**config.mk**
```make
export PLATFORM = sky130hd
export DESIGN_NAME = vx_csr_arb_unit
export DESIGN_NICKNAME = d
export VERILOG_FILES = /design/src/rtl/VX_gpu_pkg.sv /design/src/rtl/VX_fifo_queue.sv /design/src/rtl/vx_csr_arb_unit.sv
export SDC_FILE = /design/constraint.sdc
export NUM_CORES = 1
export LEC_CHECK = 0
export CAP_MARGIN = 20
export CORE_MARGIN = 2
export CORE_UTILIZATION = 44
export DETAILED_ROUTE_END_ITERATION = 10
export PLACE_DENSITY = 0.81
export SLEW_MARGIN = 20
export SYNTH_ARGS = -nofsm -noshare
export SYNTH_HDL_FRONTEND = slang
export SYNTH_SLANG_ARGS = --single-unit
```
**constraint.sdc**
```tcl
create_clock -name clk -period 3 [get_ports clk]
set_input_delay 0.6 -clock clk [delete_from_list [all_inputs] [get_ports clk]]
set_output_delay 0.6 -clock clk [all_outputs]
set_load 0.02 [all_outputs]
```
**src/rtl/VX_gpu_pkg.sv**
```systemverilog
// Shared GPU types: CSR request record, CSR op encodings, arbiter FSM states.
// The request struct is sized for the widest supported configuration
// (64-bit CSR data, 16-bit tag); users take the low bits they need.
package VX_gpu_pkg;

  localparam int NUM_WARPS     = 4;
  localparam int NW_WIDTH      = 2;
  localparam int CSR_DATAW_MAX = 64;
  localparam int TAG_WIDTH_MAX = 16;

  typedef enum logic [1:0] {
    CSR_RW = 2'd0,
    CSR_RS = 2'd1,
    CSR_RC = 2'd2
  } csr_op_e;

  typedef struct packed {
    logic [NW_WIDTH-1:0]      wid;
    csr_op_e                  op;
    logic [11:0]              addr;
    logic                     use_imm;
    logic [4:0]               imm;
    logic [CSR_DATAW_MAX-1:0] rs1;
    logic [TAG_WIDTH_MAX-1:0] tag;
  } csr_req_t;

  typedef enum logic [1:0] {
    ST_IDLE   = 2'd0,
    ST_DRAIN  = 2'd1,
    ST_READ   = 2'd2,
    ST_MODIFY = 2'd3
  } arb_state_e;

  // Width of an index into n items, never less than one bit.
  function automatic int up_clog2(input int n);
    return (n > 1) ? $clog2(n) : 1;
  endfunction

endpackage

```
**src/rtl/VX_fifo_queue.sv**
```systemverilog
// Small register-based FIFO with occupancy counter; head is shown while not empty.
module VX_fifo_queue #(
  parameter int DATAW = 8,
  parameter int DEPTH = 2
) (
  input  logic             clk,
  input  logic             reset,
  input  logic             push,
  input  logic             pop,
  input  logic [DATAW-1:0] data_in,
  output logic [DATAW-1:0] data_out,
  output logic             empty,
  output logic             full
);

  localparam int PTR_W = (DEPTH > 1) ? $clog2(DEPTH) : 1;
  localparam int CNT_W = $clog2(DEPTH + 1);

  logic [DATAW-1:0] mem_r [DEPTH];
  logic [PTR_W-1:0] wr_ptr_r;
  logic [PTR_W-1:0] rd_ptr_r;
  logic [CNT_W-1:0] cnt_r;
  logic             push_ok;
  logic             pop_ok;

  function automatic logic [PTR_W-1:0] ptr_inc(input logic [PTR_W-1:0] p);
    if (p == PTR_W'(DEPTH - 1)) begin
      return '0;
    end else begin
      return p + PTR_W'(1);
    end
  endfunction

  assign push_ok  = push && !full;
  assign pop_ok   = pop && !empty;
  assign empty    = (cnt_r == CNT_W'(0));
  assign full     = (cnt_r == CNT_W'(DEPTH));
  assign data_out = mem_r[rd_ptr_r];

  // Storage array: written at the tail on an accepted push.
  always_ff @(posedge clk or negedge reset) begin
    if (!reset) begin
      for (int i = 0; i < DEPTH; i++) begin
        mem_r[i] <= '0;
      end
    end else if (push_ok) begin
      mem_r[wr_ptr_r] <= data_in;
    end
  end

  // Head/tail pointers and occupancy tracking.
  always_ff @(posedge clk or negedge reset) begin
    if (!reset) begin
      wr_ptr_r <= '0;
      rd_ptr_r <= '0;
      cnt_r    <= '0;
    end else begin
      if (push_ok) begin
        wr_ptr_r <= ptr_inc(wr_ptr_r);
      end
      if (pop_ok) begin
        rd_ptr_r <= ptr_inc(rd_ptr_r);
      end
      case ({push_ok, pop_ok})
        2'b10:   cnt_r <= cnt_r + CNT_W'(1);
        2'b01:   cnt_r <= cnt_r - CNT_W'(1);
        default: cnt_r <= cnt_r;
      endcase
    end
  end

endmodule

```
**src/rtl/vx_csr_arb_unit.sv**
```systemverilog
// CSR arbiter: round-robin grant over issue channels, drains the owning warp,
// performs a read-modify-write on the CSR file and queues the old value back.
module vx_csr_arb_unit
  import VX_gpu_pkg::*;
#(
  parameter int NUM_REQS  = 2,
  parameter int CSR_DATAW = 32,
  parameter int RSP_DEPTH = 2,
  parameter int TAG_WIDTH = 8
) (
  input  logic                          clk,
  input  logic                          reset,
  input  logic [NUM_REQS-1:0]           req_valid,
  output logic [NUM_REQS-1:0]           req_ready,
  input  csr_req_t [NUM_REQS-1:0]       req_data,
  output logic [NW_WIDTH-1:0]           alm_empty_wid,
  input  logic                          alm_empty,
  output logic                          unlock_valid,
  output logic [NW_WIDTH-1:0]           unlock_wid,
  output logic                          csr_rd_en,
  output logic [11:0]                   csr_rd_addr,
  input  logic [CSR_DATAW-1:0]          csr_rd_data,
  output logic                          csr_wr_en,
  output logic [11:0]                   csr_wr_addr,
  output logic [CSR_DATAW-1:0]          csr_wr_data,
  output logic                          rsp_valid,
  input  logic                          rsp_ready,
  output logic [CSR_DATAW-1:0]          rsp_data,
  output logic [TAG_WIDTH-1:0]          rsp_tag,
  output logic [up_clog2(NUM_REQS)-1:0] rsp_src,
  output logic [31:0]                   drain_stall_cycles
);

  localparam int SRC_W = up_clog2(NUM_REQS);
  localparam int QW    = CSR_DATAW + TAG_WIDTH + SRC_W;

  arb_state_e           state_r;
  arb_state_e           state_nxt;
  csr_req_t             req_r;
  logic [SRC_W-1:0]     chan_r;
  logic [SRC_W-1:0]     rr_ptr_r;
  logic [SRC_W-1:0]     grant_idx;
  logic                 grant_found;
  logic                 grant_fire;
  logic [31:0]          stall_r;
  logic                 q_full;
  logic                 q_empty;
  logic                 q_push;
  logic                 q_pop;
  logic [QW-1:0]        q_din;
  logic [QW-1:0]        q_dout;
  logic [CSR_DATAW-1:0] src_val;
  logic [CSR_DATAW-1:0] wr_val;
  logic                 wr_allowed;
  logic                 unused_req_bits;

  // Only the low rs1/tag bits matter for narrower configurations.
  assign unused_req_bits = ^{req_r.rs1, req_r.tag};

  // Round-robin search: first valid channel at or after rr_ptr.
  always_comb begin
    int idx;
    idx         = 0;
    grant_found = 1'b0;
    grant_idx   = '0;
    for (int i = 0; i < NUM_REQS; i++) begin
      idx = int'(rr_ptr_r) + i;
      if (idx >= NUM_REQS) begin
        idx = idx - NUM_REQS;
      end else begin
        idx = idx;
      end
      if (!grant_found && req_valid[idx]) begin
        grant_found = 1'b1;
        grant_idx   = SRC_W'(idx);
      end else begin
        grant_found = grant_found;
      end
    end
  end

  // A grant needs IDLE, queue space and reset released.
  always_comb begin
    grant_fire = reset && (state_r == ST_IDLE) && !q_full && grant_found;
    req_ready  = '0;
    if (grant_fire) begin
      req_ready[grant_idx] = 1'b1;
    end else begin
      req_ready = '0;
    end
  end

  // Source operand and read-modify-write data for the latched request.
  always_comb begin
    if (req_r.use_imm) begin
      src_val = CSR_DATAW'(req_r.imm);
    end else begin
      src_val = req_r.rs1[CSR_DATAW-1:0];
    end
    case (req_r.op)
      CSR_RW: begin
        wr_val     = src_val;
        wr_allowed = 1'b1;
      end
      CSR_RS: begin
        wr_val     = csr_rd_data | src_val;
        wr_allowed = (src_val != '0);
      end
      CSR_RC: begin
        wr_val     = csr_rd_data & ~src_val;
        wr_allowed = (src_val != '0);
      end
      default: begin
        // Undefined op: leave the CSR untouched.
        wr_val     = csr_rd_data;
        wr_allowed = 1'b0;
      end
    endcase
  end

  // FSM next-state logic.
  always_comb begin
    state_nxt = state_r;
    case (state_r)
      ST_IDLE: begin
        if (grant_fire) begin
          state_nxt = ST_DRAIN;
        end else begin
          state_nxt = ST_IDLE;
        end
      end
      ST_DRAIN: begin
        if (alm_empty) begin
          state_nxt = ST_READ;
        end else begin
          state_nxt = ST_DRAIN;
        end
      end
      ST_READ:   state_nxt = ST_MODIFY;
      ST_MODIFY: state_nxt = ST_IDLE;
      default:   state_nxt = ST_IDLE;
    endcase
  end

  // FSM-decoded outputs toward the warp scheduler and CSR file.
  always_comb begin
    alm_empty_wid = '0;
    unlock_valid  = 1'b0;
    unlock_wid    = '0;
    csr_rd_en     = 1'b0;
    csr_rd_addr   = 12'd0;
    csr_wr_en     = 1'b0;
    csr_wr_addr   = 12'd0;
    csr_wr_data   = '0;
    case (state_r)
      ST_DRAIN: begin
        alm_empty_wid = req_r.wid;
      end
      ST_READ: begin
        csr_rd_en   = 1'b1;
        csr_rd_addr = req_r.addr;
      end
      ST_MODIFY: begin
        unlock_valid = 1'b1;
        unlock_wid   = req_r.wid;
        if (wr_allowed) begin
          csr_wr_en   = 1'b1;
          csr_wr_addr = req_r.addr;
          csr_wr_data = wr_val;
        end else begin
          csr_wr_en   = 1'b0;
        end
      end
      default: begin
        alm_empty_wid = '0;
      end
    endcase
  end

  // FSM state register.
  always_ff @(posedge clk or negedge reset) begin
    if (!reset) begin
      state_r <= ST_IDLE;
    end else begin
      state_r <= state_nxt;
    end
  end

  // Capture the granted request and its source channel.
  always_ff @(posedge clk or negedge reset) begin
    if (!reset) begin
      req_r  <= '0;
      chan_r <= '0;
    end else if (grant_fire) begin
      req_r  <= req_data[grant_idx];
      chan_r <= grant_idx;
    end
  end

  // Round-robin pointer moves past the granted channel only on a grant.
  always_ff @(posedge clk or negedge reset) begin
    if (!reset) begin
      rr_ptr_r <= '0;
    end else if (grant_fire) begin
      if (grant_idx == SRC_W'(NUM_REQS - 1)) begin
        rr_ptr_r <= '0;
      end else begin
        rr_ptr_r <= grant_idx + SRC_W'(1);
      end
    end
  end

  // Saturating count of cycles spent waiting for the warp to drain.
  always_ff @(posedge clk or negedge reset) begin
    if (!reset) begin
      stall_r <= 32'd0;
    end else if ((state_r == ST_DRAIN) && !alm_empty && (stall_r != 32'hFFFF_FFFF)) begin
      stall_r <= stall_r + 32'd1;
    end
  end

  assign drain_stall_cycles = stall_r;

  assign q_push    = (state_r == ST_MODIFY);
  assign q_din     = {csr_rd_data, req_r.tag[TAG_WIDTH-1:0], chan_r};
  assign rsp_valid = !q_empty;
  assign q_pop     = rsp_valid && rsp_ready;
  assign rsp_data  = q_dout[QW-1 -: CSR_DATAW];
  assign rsp_tag   = q_dout[SRC_W +: TAG_WIDTH];
  assign rsp_src   = q_dout[SRC_W-1:0];

  VX_fifo_queue #(
    .DATAW (QW),
    .DEPTH (RSP_DEPTH)
  ) rsp_queue (
    .clk      (clk),
    .reset    (reset),
    .push     (q_push),
    .pop      (q_pop),
    .data_in  (q_din),
    .data_out (q_dout),
    .empty    (q_empty),
    .full     (q_full)
  );

endmodule
```
### Word level (Yosys, flattened, before mapping)

Cells that the tools add are included.
Widths: inputs -> output; s select.

* register bits after elaboration: 184
* word-level logic and storage cells: 113

* add/sub/neg operators: 9
* $lt $le $gt $ge: 9
* equal/unequal tests: 9
* mux-type cells: 44
* bitwise operators: 5
* reductions and logical operators: 21

Operator list (number)
* $mux 102: 2
* $mux 41: 4
* $mux 32: 5
* $pmux 32 s3: 1
* $bwmux 82: 1
* $lt 32x3->1 const B: 2
* $demux 41 s1: 1
* $mux 12: 3
* $add 32x1->32 const B: 1
* $and 32x32->32: 1
* $ne 32x32->1 const B: 1
* $not 32->32: 1
* $or 32x32->32: 1
* $reduce_bool 32->1: 1
* $mux 1: 19
* $logic_and 1x1->1: 11
* $eq 2x2->1 const B: 5
* $mux 2: 4
* $pmux 2 s4: 1
* $eq 2x1->1 const B: 3
* $ge 2x2->1 const B: 3
* $logic_not 2->1: 3
* $logic_not 1->1: 4
* $not 1->2: 2
* other kinds (15): 17

### Longest topological paths before layout

* depth after elaboration: 14
* gate-level depth with buffers: 8

### By module

From an unflattened synthesis, not the netlist that was laid out.

* cell total of the unflattened synthesis: 825
* area total of the unflattened synthesis: 9226.3 um^2

Modules (own cells, without submodules)
* vx_csr_arb_unit: instances 1, cells each 588, area an instance 5472.7 um^2, sequential area each 2452.4 um^2
* VX_fifo_queue: instances 1, cells each 237, area an instance 3753.6 um^2, sequential area each 2152.1 um^2

### Worst setup path before layout

Ideal clock, no wire load.

* kind: flip-flop to output port
* start point: register req_r[98] (netlist name)
* end point: output port csr_wr_data[10]
* arrival: 1.862 ns
* data required time: 2.400 ns
* setup slack: 0.538 ns
* stages on the path, launching flop included: 7
* buffers on the path: 1
* path through: dfrtp_1 ha_1 o21bai_1 nor2_1 clkbuf_1 a22oi_1 nor2_1

* word-level cells in the longest chain between the ends: 5
* elaborated cells on any way between the ends: 8
* classes of those cells: eq/ne (2); mux (4); reduce/logical (2)

RTL lines
* start: declaration: RTL line vx_csr_arb_unit.sv:39 `csr_req_t req_r;`
* start signal: assignment: RTL line vx_csr_arb_unit.sv:195 `req_r <= req_data[grant_idx];`
* $eq 2x2->1 or $eq 2x1->1 (tied branches): RTL line vx_csr_arb_unit.sv:100 `case (req_r.op)`
* $reduce_or 2->1 (no line)
* $pmux 1 s2: RTL line vx_csr_arb_unit.sv:100
* $mux 32 *: RTL line vx_csr_arb_unit.sv:166 `if (wr_allowed) begin`
* $mux 32 *: RTL line vx_csr_arb_unit.sv:155 `case (state_r)`
* end: declaration: RTL line vx_csr_arb_unit.sv:25 `output logic [CSR_DATAW-1:0] csr_wr_data,`

Every way passes the cells marked *; elsewhere a longest branch is shown, timed or not.

### Worst setup path after layout

* start point: register req_r[25] (netlist name)
* end point: output port csr_wr_data[1]

* word-level cells in the longest chain between the ends: 5

RTL lines
* $mux 32: RTL line vx_csr_arb_unit.sv:95 `if (req_r.use_imm) begin`
* $reduce_bool 32->1: RTL line vx_csr_arb_unit.sv:107, vx_csr_arb_unit.sv:111
* $pmux 1 s2: RTL line vx_csr_arb_unit.sv:100
* $mux 32: RTL line vx_csr_arb_unit.sv:166
* $mux 32: RTL line vx_csr_arb_unit.sv:155

No other way between the ends.

==> impl_metrics.yaml <==
logic_synthesis:
  synth_top_area_share: 0.484
  ys_warn_count: 0
  synth-main-ff-cell: "dfrtp_1"
  netlist_top_cells_area: "dfrtp_1, mux2_2, mux2i_1"
  synth_common_cells: "dfrtp_1, mux2_2, o21ai_0, nand2_1, mux2i_1"
  syn_area_per_cell_um2: 10.6
  synth.yosys.seq_area_share: 0.484
  synth_edf_count: 0
  yosys.area.top_type: "dfrtp_1"
  yosysMostFrequentCell: "dfrtp_1"
  synth_area_um2: 9510
  synth-seq-cells: 184
  synth_cell_type_count: 47
  syn_nets: 1144
  synth_async_sr_flop_share: 1.00
  syn_inst: 896
worst_setup_path:
  endpoint_kind: "output port"
  cp_data_arrival_time_ns: 2.38
  crit_top_cell: "buf_6"
  crit_fanout: 4
  reg2reg_depth: 5
  cp_cell_sequence: "nor4_2, buf_4, nand4_1, o31a_1, o31ai_4, buf_6, clkbuf_16, buf_12, nor2_4, buf_6"
  cp.depth: 10
  slowest_stage: "dfrtp_1"
  slowest_delay_ns: 0.39
  critical-path-top-delay-family: "buffers and inverters"
  path_class: "reg2out"
  required_ns: 2.40
  cp-start-kind: "flop"
  path_buf_inv: 5
timing:
  rsz0062_at_grt: "true"
  fin_crit_sh: 0.995
  setup_viol: 0
  max_freq_ghz: 0.335
  worst_pin_slew_ns: 0.894
  hold_viol_final: 0
  max_slew_margin: 0.404
  min_period_ns: 2.98
  clock_skew_ns: 0.0106
  tns_ns: 0
  maxSlewViolCount: 0
  final.setup.worst_slack_ns: 0.0155
cells_and_area:
  fin_cells: 1492
  diodes: 0
  drive_gt1_frac: 0.224
  final_net_count: 1452
  area_delta_synth_final_pct: 43.3
run_status:
  status: "finished clean"
pwr:
  p_per_area_nw_per_um2: 950
  leakage_nw: 6.15
  vdd_drop_max_mv: 0.545
  finalPower_mw: 12.9
clock_network:
  cts_num_sinks: 184
  clock_path_buffers: 2
  root_buffer: "clkbuf_16"
  cts-buffers-inserted: 17
  cts_hold_buffers: 0
  cts_tree: "done"
  clk_pin_slew_worst_paths_ns: 0.07
  h-tree-depth: 4
  clock_latency_ns: 0.43
die:
  core_um2: 21100
  die_y_um: 151
  die_width_um: 151
  die_area_um2: 22800
  row_count: 53
  initial_core_util: 0.451
  ios: 381
detailed_routing:
  dr.pass1.iters: 4
  wl_um: 27700
  ant_nets: 0
  avgRoutedWirePerCell_um: 18.6
  via_count: 7860
  drt_iter0_markers: 346
  viasPerCell: 5.27
  drcViolationCount: 0
global_routing:
  grt_pass1_wl_um: 43000
  grt_max_degree: 126
  antenna_found_initial: 0
  grt_overflow: 0
  grt_pass1_vias: 7922
  grt_usage: 0.244
run:
  drv_cap: 0
min_path:
  hold_path.class: "in2async"
placement:
  port-buffer-count: 300
  dp_cells: 1445
  hpwl_um: 19600
  gp_routability_congestion: 0.815
  dpl_worst_slack_ns: -0.264
## cells in the final DEF, fill, tap and decap left out, types with 8 or more instances in the layout
master / n
clkdlybuf4s50_1: 251
dfrtp_1: 182
mux2_2: 123
o21ai_0: 84
nand2_1: 83
mux2i_1: 67
nor2_1: 55
buf_4: 46
nor2b_1: 27
a22oi_1: 24
inv_1: 22
xnor2_1: 20
clkbuf_16: 19
buf_2: 18
and2_1: 17
nand4_1: 16
nand3_1: 14
nor3_1: 13
xor2_1: 13
and3_1: 9
a21oi_1: 9
buf_12: 8
## flip-flops by register name, summed over array words and instances, names as in the netlist, named ones only
signal / flops
rsp_queue.wr_ptr_r: 1
drain_stall_cycles: 32
rsp_queue.rd_ptr_r: 1
state_r: 1
req_r: 54
rr_ptr_r: 1
rsp_queue.cnt_r: 2
rsp_queue.mem_r: 82
q_din: 8
chan_r: 1
## repair_timing
| item | 4_1_cts | 5_1_grt |
|---|---|---|
| buffers inserted | 8 | 4 |
| gates resized for setup | 111 | 115 |
| setup endpoints to repair | 47 | 47 |
| pin swaps | 1 | 3 |
| gates cloned | 2 | 2 |
## power breakdown
part,total (mW),switching (mW),internal [mW],leakage [nW]
clock,2.21,1.05,1.16,0.289
combinational,6.43,3.21,3.23,3.57
sequential,4.30,0.791,3.51,2.29
total,12.9,5.05,7.90,6.15
## metrics by stage
step	hold slack, ns	utilization	cell area (um2)
2_1_floorplan	0.304	-	9510
3_3_place_gp	0.469	0.614	12900
3_5_place_dp	0.475	0.614	12900
4_1_cts	0.265	0.648	13700
5_1_grt	0.278	0.646	13600
6_report	0.257	0.646	13600
## routing by layer
metal | share of wire | GRT usage
met5 | 0 | 0
met4 | 0.021 | 0.0771
met3 | 0.058 | 0.0428
met2 | 0.47 | 0.392
met1 | 0.45 | 0.337
## area by class of cell
cell class,count,area (um2)
Clock inverter,12,125
Sequential cell,184,4610
Multi-Input combinational cell,634,4670
Tap cell,275,344
Clock buffer,20,457
Timing Repair inverter,1,7.51
Inverter,23,90.1
Fill cell,1711,7460
Timing Repair Buffer,343,3320
## cell families after synthesis
kind of cell | count (synthesis) | synth area share
buf+inv | 78 | 0.0347
flops | 184 | 0.484
xor+xnor | 33 | 0.0304
compound gates | 135 | 0.0828
simple gates | 269 | 0.142
mux | 191 | 0.217
fa+ha+maj | 6 | 0.00790
## path summary, 6_finish.rpt
path | start | to | slack [ns]
setup reg to reg | drain_stall_cycles[10] | drain_stall_cycles[1] | 0.64
min in group clk | rsp_queue.cnt_r[1] | rsp_queue.cnt_r[1] | 0.49
setup / recovery | req_r[25] | csr_wr_data[1] | 0.02
hold reg to reg | rsp_queue.cnt_r[1] | rsp_queue.cnt_r[1] | 0.49
max in group asynchronous | reset | rsp_queue.mem_r[39] | 1.36
hold / removal | reset | rsp_queue.cnt_r[0] | 0.26
Note: power is estimated with default switching activity, not from simulation.
